$ cat src/rtl/dsp_slice_pkg.sv
// Shared DSP slice definitions: ALU mode codes and default datapath width.
// No ports; imported by the ALU core, P-stage top and interface.
package dsp_slice_pkg;

    localparam int DSP_WIDTH = 48;

    localparam logic [3:0] ALU_ADD     = 4'b0000;
    localparam logic [3:0] ALU_NZ_ADD  = 4'b0001;
    localparam logic [3:0] ALU_NOT_ADD = 4'b0010;
    localparam logic [3:0] ALU_SUB     = 4'b0011;
    localparam logic [3:0] ALU_XOR     = 4'b0100;
    localparam logic [3:0] ALU_XNOR    = 4'b0101;
    localparam logic [3:0] ALU_AND     = 4'b1100;
    localparam logic [3:0] ALU_OR      = 4'b1101;

endpackage

$ cat src/rtl/dsp_alu_preg_if.sv
// Operand/control and result bundle of the ALU + P-register stage.
// master: drives RSTP/CEP/mode/operands, reads results; slave: the stage.
interface dsp_alu_preg_if
    import dsp_slice_pkg::*;
#(
    parameter int WIDTH = DSP_WIDTH
);
    logic             RSTP;
    logic             CEP;
    logic [3:0]       ALU_MODE_IN;
    logic [WIDTH-1:0] X;
    logic [WIDTH-1:0] Y;
    logic [WIDTH-1:0] Z;
    logic             CIN;
    logic [WIDTH-1:0] PATTERN;
    logic [WIDTH-1:0] MASK;
    logic [WIDTH-1:0] P;
    logic             CARRYOUT;
    logic             ALUMODE_ERR;
    logic             PATTERNDETECT;
    logic             PATTERNBDETECT;
    logic             OVERFLOW;
    logic             UNDERFLOW;

    modport master (
        output RSTP, CEP, ALU_MODE_IN, X, Y, Z, CIN, PATTERN, MASK,
        input  P, CARRYOUT, ALUMODE_ERR,
        input  PATTERNDETECT, PATTERNBDETECT, OVERFLOW, UNDERFLOW
    );

    modport slave (
        input  RSTP, CEP, ALU_MODE_IN, X, Y, Z, CIN, PATTERN, MASK,
        output P, CARRYOUT, ALUMODE_ERR,
        output PATTERNDETECT, PATTERNBDETECT, OVERFLOW, UNDERFLOW
    );

endinterface

$ cat src/rtl/dsp_alu_core.sv
// Combinational post-multiplier ALU: (mode, X, Y, Z, CIN) -> (r, c, err).
// Ports: mode, x, y, z, cin in; r result, c carry/not-borrow, err bad mode.
module dsp_alu_core
    import dsp_slice_pkg::*;
#(
    parameter int WIDTH = DSP_WIDTH
) (
    input  logic [3:0]       mode,
    input  logic [WIDTH-1:0] x,
    input  logic [WIDTH-1:0] y,
    input  logic [WIDTH-1:0] z,
    input  logic             cin,
    output logic [WIDTH-1:0] r,
    output logic             c,
    output logic             err
);

    logic [WIDTH-1:0] xy;
    logic [WIDTH:0]   sum;

    assign xy = x + y + {{(WIDTH-1){1'b0}}, cin};

    always_comb begin
        r   = '0;
        c   = 1'b0;
        err = 1'b0;
        sum = '0;
        unique case (mode)
            ALU_ADD: begin
                sum = {1'b0, z} + {1'b0, xy};
                r   = sum[WIDTH-1:0];
                c   = sum[WIDTH];
            end
            ALU_NZ_ADD: begin
                sum = {1'b0, ~z} + {1'b0, xy};
                r   = sum[WIDTH-1:0];
                c   = sum[WIDTH];
            end
            ALU_NOT_ADD: begin
                sum = {1'b0, z} + {1'b0, xy};
                r   = ~sum[WIDTH-1:0];
                c   = sum[WIDTH];
            end
            ALU_SUB: begin
                // carry out of Z + ~XY + 1 is the not-borrow flag
                sum = {1'b0, z} + {1'b0, ~xy} + {{WIDTH{1'b0}}, 1'b1};
                r   = sum[WIDTH-1:0];
                c   = sum[WIDTH];
            end
            ALU_XOR:  r = x ^ z;
            ALU_XNOR: r = ~(x ^ z);
            ALU_AND:  r = x & z;
            ALU_OR:   r = x | z;
            default: begin
                sum = {1'b0, z} + {1'b0, xy};
                r   = sum[WIDTH-1:0];
                c   = sum[WIDTH];
                err = 1'b1;
            end
        endcase
    end

endmodule

$ cat src/rtl/dsp_alu_preg.sv
// ALU + P output register stage of the DSP slice; PREG selects reg/bypass.
// Ports: CLK, RST_N (async low), bus (slave). Option: PATTERN_DETECT_EN.
module dsp_alu_preg
    import dsp_slice_pkg::*;
#(
    parameter int WIDTH = DSP_WIDTH,
    parameter bit PREG  = 1'b1
) (
    input  logic        CLK,
    input  logic        RST_N,
    dsp_alu_preg_if.slave bus
);

    logic [WIDTH-1:0] r;
    logic             c;
    logic             err;

    dsp_alu_core #(.WIDTH(WIDTH)) u_core (
        .mode (bus.ALU_MODE_IN),
        .x    (bus.X),
        .y    (bus.Y),
        .z    (bus.Z),
        .cin  (bus.CIN),
        .r    (r),
        .c    (c),
        .err  (err)
    );

    if (PREG) begin : g_preg
        logic [WIDTH-1:0] p_q;
        logic             c_q;
        logic             err_q;

        always_ff @(posedge CLK or negedge RST_N) begin
            if (!RST_N) begin
                p_q   <= '0;
                c_q   <= 1'b0;
                err_q <= 1'b0;
            end else if (bus.RSTP) begin
                p_q   <= '0;
                c_q   <= 1'b0;
                err_q <= 1'b0;
            end else if (bus.CEP) begin
                p_q   <= r;
                c_q   <= c;
                err_q <= err;
            end
        end

        assign bus.P           = p_q;
        assign bus.CARRYOUT    = c_q;
        assign bus.ALUMODE_ERR = err_q;
    end else begin : g_bypass
        assign bus.P           = r;
        assign bus.CARRYOUT    = c;
        assign bus.ALUMODE_ERR = err;
    end

`ifdef PATTERN_DETECT_EN
    logic pd_now;
    logic pbd_now;
    logic pd_out;
    logic pbd_out;
    logic pd_past;
    logic pbd_past;

    assign pd_now  = ((r ^ bus.PATTERN) & ~bus.MASK) == '0;
    assign pbd_now = ((r ^ ~bus.PATTERN) & ~bus.MASK) == '0;

    if (PREG) begin : g_pd_reg
        logic pd_q;
        logic pbd_q;

        always_ff @(posedge CLK or negedge RST_N) begin
            if (!RST_N) begin
                pd_q  <= 1'b0;
                pbd_q <= 1'b0;
            end else if (bus.RSTP) begin
                pd_q  <= 1'b0;
                pbd_q <= 1'b0;
            end else if (bus.CEP) begin
                pd_q  <= pd_now;
                pbd_q <= pbd_now;
            end
        end

        assign pd_out  = pd_q;
        assign pbd_out = pbd_q;
    end else begin : g_pd_comb
        assign pd_out  = pd_now;
        assign pbd_out = pbd_now;
    end

    // history always samples the flag value currently presented
    always_ff @(posedge CLK or negedge RST_N) begin
        if (!RST_N) begin
            pd_past  <= 1'b0;
            pbd_past <= 1'b0;
        end else if (bus.RSTP) begin
            pd_past  <= 1'b0;
            pbd_past <= 1'b0;
        end else if (bus.CEP) begin
            pd_past  <= pd_out;
            pbd_past <= pbd_out;
        end
    end

    assign bus.PATTERNDETECT  = pd_out;
    assign bus.PATTERNBDETECT = pbd_out;
    assign bus.OVERFLOW       = pd_past & ~pd_out & ~pbd_out;
    assign bus.UNDERFLOW      = pbd_past & ~pd_out & ~pbd_out;
`else
    assign bus.PATTERNDETECT  = 1'b0;
    assign bus.PATTERNBDETECT = 1'b0;
    assign bus.OVERFLOW       = 1'b0;
    assign bus.UNDERFLOW      = 1'b0;
`endif

endmodule

$ cat src/flat_wrapper.sv
// flat-port wrapper written by rule: the top's interface ports become plain ports
module dsp_alu_preg_flat import dsp_slice_pkg::*;
#(
    parameter int WIDTH = DSP_WIDTH,
    parameter bit PREG  = 1'b1
)
  (CLK, RST_N, bus_RSTP, bus_CEP, bus_ALU_MODE_IN, bus_X, bus_Y, bus_Z, bus_CIN, bus_PATTERN, bus_MASK, bus_P, bus_CARRYOUT, bus_ALUMODE_ERR, bus_PATTERNDETECT, bus_PATTERNBDETECT, bus_OVERFLOW, bus_UNDERFLOW);
  dsp_alu_preg_if #(.WIDTH(WIDTH)) bus_i ();
  input  logic CLK;
  input  logic RST_N;
  input wire logic [$bits(bus_i.RSTP)-1:0] bus_RSTP;
  input wire logic [$bits(bus_i.CEP)-1:0] bus_CEP;
  input wire logic [$bits(bus_i.ALU_MODE_IN)-1:0] bus_ALU_MODE_IN;
  input wire logic [$bits(bus_i.X)-1:0] bus_X;
  input wire logic [$bits(bus_i.Y)-1:0] bus_Y;
  input wire logic [$bits(bus_i.Z)-1:0] bus_Z;
  input wire logic [$bits(bus_i.CIN)-1:0] bus_CIN;
  input wire logic [$bits(bus_i.PATTERN)-1:0] bus_PATTERN;
  input wire logic [$bits(bus_i.MASK)-1:0] bus_MASK;
  output wire logic [$bits(bus_i.P)-1:0] bus_P;
  output wire logic [$bits(bus_i.CARRYOUT)-1:0] bus_CARRYOUT;
  output wire logic [$bits(bus_i.ALUMODE_ERR)-1:0] bus_ALUMODE_ERR;
  output wire logic [$bits(bus_i.PATTERNDETECT)-1:0] bus_PATTERNDETECT;
  output wire logic [$bits(bus_i.PATTERNBDETECT)-1:0] bus_PATTERNBDETECT;
  output wire logic [$bits(bus_i.OVERFLOW)-1:0] bus_OVERFLOW;
  output wire logic [$bits(bus_i.UNDERFLOW)-1:0] bus_UNDERFLOW;
  assign bus_i.RSTP = bus_RSTP;
  assign bus_i.CEP = bus_CEP;
  assign bus_i.ALU_MODE_IN = bus_ALU_MODE_IN;
  assign bus_i.X = bus_X;
  assign bus_i.Y = bus_Y;
  assign bus_i.Z = bus_Z;
  assign bus_i.CIN = bus_CIN;
  assign bus_i.PATTERN = bus_PATTERN;
  assign bus_i.MASK = bus_MASK;
  assign bus_P = bus_i.P;
  assign bus_CARRYOUT = bus_i.CARRYOUT;
  assign bus_ALUMODE_ERR = bus_i.ALUMODE_ERR;
  assign bus_PATTERNDETECT = bus_i.PATTERNDETECT;
  assign bus_PATTERNBDETECT = bus_i.PATTERNBDETECT;
  assign bus_OVERFLOW = bus_i.OVERFLOW;
  assign bus_UNDERFLOW = bus_i.UNDERFLOW;
  dsp_alu_preg #(.WIDTH(WIDTH), .PREG(PREG)) u_core (.CLK(CLK), .RST_N(RST_N), .bus(bus_i));
endmodule
$ cat config.mk
export PLATFORM = sky130hd
export DESIGN_NAME = dsp_alu_preg_flat
export DESIGN_NICKNAME = d
export VERILOG_FILES = /design/src/rtl/dsp_slice_pkg.sv /design/src/rtl/dsp_alu_preg_if.sv /design/src/rtl/dsp_alu_core.sv /design/src/rtl/dsp_alu_preg.sv /design/src/flat_wrapper.sv
export SDC_FILE = /design/constraint.sdc
export NUM_CORES = 1
export LEC_CHECK = 0
export CORE_MARGIN = 3
export CORE_UTILIZATION = 30
export CTS_BUF_LIST = sky130_fd_sc_hd__clkbuf_8
export DETAILED_ROUTE_END_ITERATION = 6
export GPL_TIMING_DRIVEN = 1
export PLACE_DENSITY = 0.61
export SLEW_MARGIN = 20
export SYNTH_ARGS = -nofsm -noshare
export SYNTH_HDL_FRONTEND = slang
export SYNTH_SLANG_ARGS = --single-unit
$ cat constraint.sdc
create_clock -name CLK -period 4.2 [get_ports CLK]
set_clock_uncertainty 0.15 [all_clocks]
set_input_delay 0.84 -clock CLK [delete_from_list [all_inputs] [get_ports CLK]]
set_output_delay 0.84 -clock CLK [all_outputs]
set_load 0.03 [all_outputs]
==> summary.md <==
The run finished, with violations left. The final reports fail on negative setup slack. The first detailed-routing pass ran for 6 iterations. The tree is rooted in a sky130_fd_sc_hd__clkbuf_8. Setup violations remaining at the end of the flow were counted as 42.

Across the run, the number of max-cap violations was 0. The total wirelength of the detailed-routed design is 99.50 mm, and the setup TNS is -50.57 ns. During I/O placement, the number of pins put on the boundary was 303. The run gives 1 as the number of antenna violations at the first check in global routing. For this design, the sink count on the clock tree is 50. Timing would allow up to 168.8 MHz. In the post-synthesis netlist, the biggest area contributors are sky130_fd_sc_hd__ha_1, sky130_fd_sc_hd__a21oi_1, sky130_fd_sc_hd__dfrtp_1. The top cell types in the final layout, fill and taps aside, are sky130_fd_sc_hd__buf_4, sky130_fd_sc_hd__ha_1, sky130_fd_sc_hd__a21oi_1, sky130_fd_sc_hd__inv_1, sky130_fd_sc_hd__nor2_1.

In this run the vertical extent of the chip is 246.4 µm. The most prevalent standard cell on the critical path is sky130_fd_sc_hd__buf_6. In this run the worst hold path is classified as primary input to async pin. The first global-routing pass estimated 145.1 mm of wire.

The cell type with the highest aggregate area in the netlist is sky130_fd_sc_hd__ha_1. The proportion of power drawn by the clock network was 4.1%. The classification of the worst setup path is primary input to flip-flop. Timing analysis after detailed placement gives a worst setup slack of -2.986 ns. Each instance of the synthesized netlist takes up on average 7.074 µm². For this run, the slowest stage of the critical path takes 0.46 ns.

Most common cell after layout, fill and taps aside: sky130_fd_sc_hd__buf_4. The run gives 1,863 as the initial detailed-routing violation count. Detailed placement ended at an HPWL of 77.54 mm. Across every metal layer, demand over resource in global routing totals 31.17%. The H-tree generated during clock tree synthesis spans 2 levels. In the synthesized netlist the dominant register cell turns out to be sky130_fd_sc_hd__dfrtp_1. STA classifies the critical path startpoint as a primary input.

Setup repair after global routing could not meet its margin everywhere. The post-route fraction of the period consumed by the critical path is 141.1%, and the clock latency of the later-clocked register in the worst-skew pair is 0.42 ns. In this run the worst path has a maximum fanout of 15. Walking the worst path, the cells encountered are buf_6 -> fa_2 -> inv_2 -> fa_2 -> nor2b_4 -> o2111ai_2 -> a41o_4 -> buf_6 -> a21oi_4 -> o31ai_4 -> a21oi_2 -> buf_6 -> xor2_2 -> ha_1 -> buf_12 -> nand2_1 -> o21ai_0 -> a21oi_1 -> a311oi_2 -> a21bo_2 -> nand2_2 -> a221oi_2 -> mux2_4 -> o32a_1. Clock-pin slew was measured on the worst setup and hold paths at 0.16 ns.

At the end of the flow, the number of nets in the layout was 4,074. The type of destination of the critical path was a flip-flop. The number of library cell types mapped by synthesis was 106; the areal power density over the cells was 354.2 nW/µm². Summed over all nets, the switching power comes to 0.005519 W.

The combinational power share is 90.4%, and the number of CTS-inserted buffers is 5. The number of remaining DRC errors is 0, and the cell leakage power is 14.68 nW. Synthesis produced a netlist whose cell count is 2,450. The via count of the first global-routing pass was 24,050; the proportion of power drawn by flip-flops and latches was 5.5%. Global routing finished with a remaining overflow of 0. For the max-slew headroom at the worst pin, the log shows 48.18%. In this run switching power makes up 49.57% of total power. For this run, the number of Yosys warnings is 0. For this design, the slowest cell found on the critical path is sky130_fd_sc_hd__o21ai_0. The internal portion of the total power is 0.005616 W.

The die outline area was 60,690 µm²; the number of input and output port buffers inserted was 202. The placement-stage cell area was 26,900 µm²; the number of buffers on the longest clock path was 2. The effective utilization at floorplan is 30.50%, and the total via count after detailed routing is 23,900.

The tools report the setup slack of the most critical reg-to-reg path as 2.37 ns. The worst register-to-register path ends at u_core.bus.P[45]. The top cell type by area accounts for 20.57% of the synthesized area. Counting flops with a built-in enable in the synthesized netlist gives 0. The synthesis-to-layout area growth was 81.40%; the required time of the critical path was 4.36 ns.

The gate family responsible for the most delay along the worst path was compound AO/OA/AOI/OAI gates. For the final setup slack of the worst path, the log shows -1.724 ns. After routing the design area is 31,440 µm². The run gives 7.219% as the fraction of the yosys area taken by sequential cells. The number of placement rows is 87, and the arrival time of data at the critical path endpoint is 6.08 ns. After detailed routing, the average wire length per cell comes to 23.18 µm.

For the worst flop-to-flop path, the logic depth is 6. Entering global routing, the biggest net connects 94 pins. In this run, synthesis produced a sequential element count of 50.

TritonCTS built the clock tree. The detail route stage leaves a number of antenna-violating nets equal to 0. IR analysis of the VDD net gives a maximum drop of 0.0002246 V. The average vias per placed instance is 5.568.

Across all hold checks on the routed design, the worst slack comes to 0.3154 ns. The minimum clock period after layout is 5.924 ns, and the layout cell share with drive strength beyond 1 is 43.69%. Total count of max-transition violations in the final report: 0.

The tools report the reg-to-reg critical path startpoint as u_core.bus.P[45]. The fraction of registers with async set/reset is 100.0%, and the slew at the pin closest to its max-slew limit is 0.7773 ns. The final hold violation count is 0, and the width of the die is 246.4 µm. The region available for standard cell placement spans 56,820 µm².

The congestion estimate from routability-driven global placement came to 0.9914. The number of buffer and inverter stages on the critical path was 5; the area of the mapped netlist was 17,330 µm². The number of buffers inserted for hold repair after clock tree synthesis was 0.
[cells by family after synthesis]
| group | Yosys count | share of synthesized area [%] |
|---|---|---|
| other cells | 1 | 0.02164 |
| buf+inv | 339 | 7.804 |
| simple gates | 649 | 18.37 |
| compound gates | 960 | 37.00 |
| fa+ha+maj | 290 | 21.15 |
| mux | 39 | 2.267 |
| flops | 50 | 7.219 |
| xor+xnor | 122 | 6.165 |
[worst reg2reg max path: cells and delay by family, from the launching register on]
family           cells  cell delay, ns
multiplexers         2            0.42
flip-flops           1            0.45
AND/OR/NAND/NOR      3            0.36
AO/OA/AOI/OAI        1            0.35
[power by group through the flow]
stage / combinational (W) / sequential [W] / clock (W)
2_1_floorplan: 0.00376 / 0.000727 / 0
5_1_grt: 0.0106 / 0.000620 / 0.000475
4_1_cts: 0.00902 / 0.000614 / 0.000472
6_report: 0.0101 / 0.000616 / 0.000457
3_5_place_dp: 0.00788 / 0.000623 / 0
3_3_place_gp: 0.00783 / 0.000621 / 0
[Yosys cell counts (all sizes together) (10+ instances only)]
| cell | count |
|---|---|
| and4 | 10 |
| a31oi | 26 |
| o21ai | 167 |
| and2 | 13 |
| o21a | 29 |
| o22ai | 31 |
| o211ai | 24 |
| o21bai | 32 |
| or2 | 17 |
| a2111oi | 15 |
| inv | 196 |
| xor2 | 39 |
| nor2b | 56 |
| clkbuf | 86 |
| xnor2 | 83 |
| and3 | 14 |
| nor4 | 13 |
| nand2 | 141 |
| nand3 | 32 |
| nor3 | 53 |
| a311oi | 15 |
| o221ai | 10 |
| nand2b | 31 |
| ha | 285 |
| a21oi | 311 |
| or3 | 10 |
| nor2 | 203 |
| o31ai | 24 |
| nand4 | 34 |
| buf | 54 |
| a221oi | 26 |
| dfrtp | 50 |
| a21boi | 16 |
| a221o | 13 |
| a211oi | 53 |
| a21o | 84 |
| mux2i | 37 |
[through the flow]
stage | total power [W] | instances | utilization, %
after floorplan | 0.004491 | 2453 | -
after global placement | 0.008452 | 4152 | 47.35
after detailed placement | 0.008502 | 4152 | 47.35
after CTS | 0.01010 | 4243 | 52.15
after global routing | 0.01171 | 4292 | 55.32
final | 0.01113 | 4293 | 55.33
[state kept, by name, summed over array words and instances, names as in the netlist]
signal	flops
u_core.bus.ALUMODE_ERR	1
u_core.bus.CARRYOUT	1
u_core.bus.P	48
[worst max-delay path by stage]
stage | from | endpoint | slack, ns | depth (start not counted)
after floorplan | bus_X[0] | u_core.bus.P[47] | -1.32 | 23
after global placement | bus_X[0] | u_core.bus.P[41] | -2.91 | 25
after detailed placement | bus_Y[3] | u_core.bus.P[46] | -2.99 | 24
after CTS | bus_CIN | u_core.bus.P[47] | -1.74 | 28
after global routing | bus_CIN | u_core.bus.P[47] | -1.89 | 27
final | bus_CIN | u_core.bus.P[45] | -1.72 | 24
[layer usage]
| layer | routed length (µm) | global-route usage [%] | up-vias |
|---|---|---|---|
| met5 | 13 | 0 | - |
| met4 | 3800 | 10.08 | 2 |
| met3 | 6776 | 4.811 | 205 |
| met2 | 45770 | 52.08 | 917 |
| met1 | 43140 | 40.97 | 11690 |
| li1 | - | - | 11090 |
[area by class of cell]
class                   instances  area, µm²
fillers                      5250      25380
multi-input cells            2064      18230
repair buffers               1215      10140
flip-flops and latches         50       1251
well taps                     756      945.9
inverters                     199      764.5
clock buffers                   7      96.34
clock inverters                 1      8.758
diodes                          1      2.502
[repair_timing]
| action | 4_1_cts | 5_1_grt |
|---|---|---|
| setup endpoints to repair | 44 | 42 |
| buffers inserted | 92 | 63 |
| pin swaps | 222 | 185 |
| gates resized for setup | 451 | 297 |
| gates cloned | 0 | 1 |
Note: power is estimated with default switching activity, not from simulation.
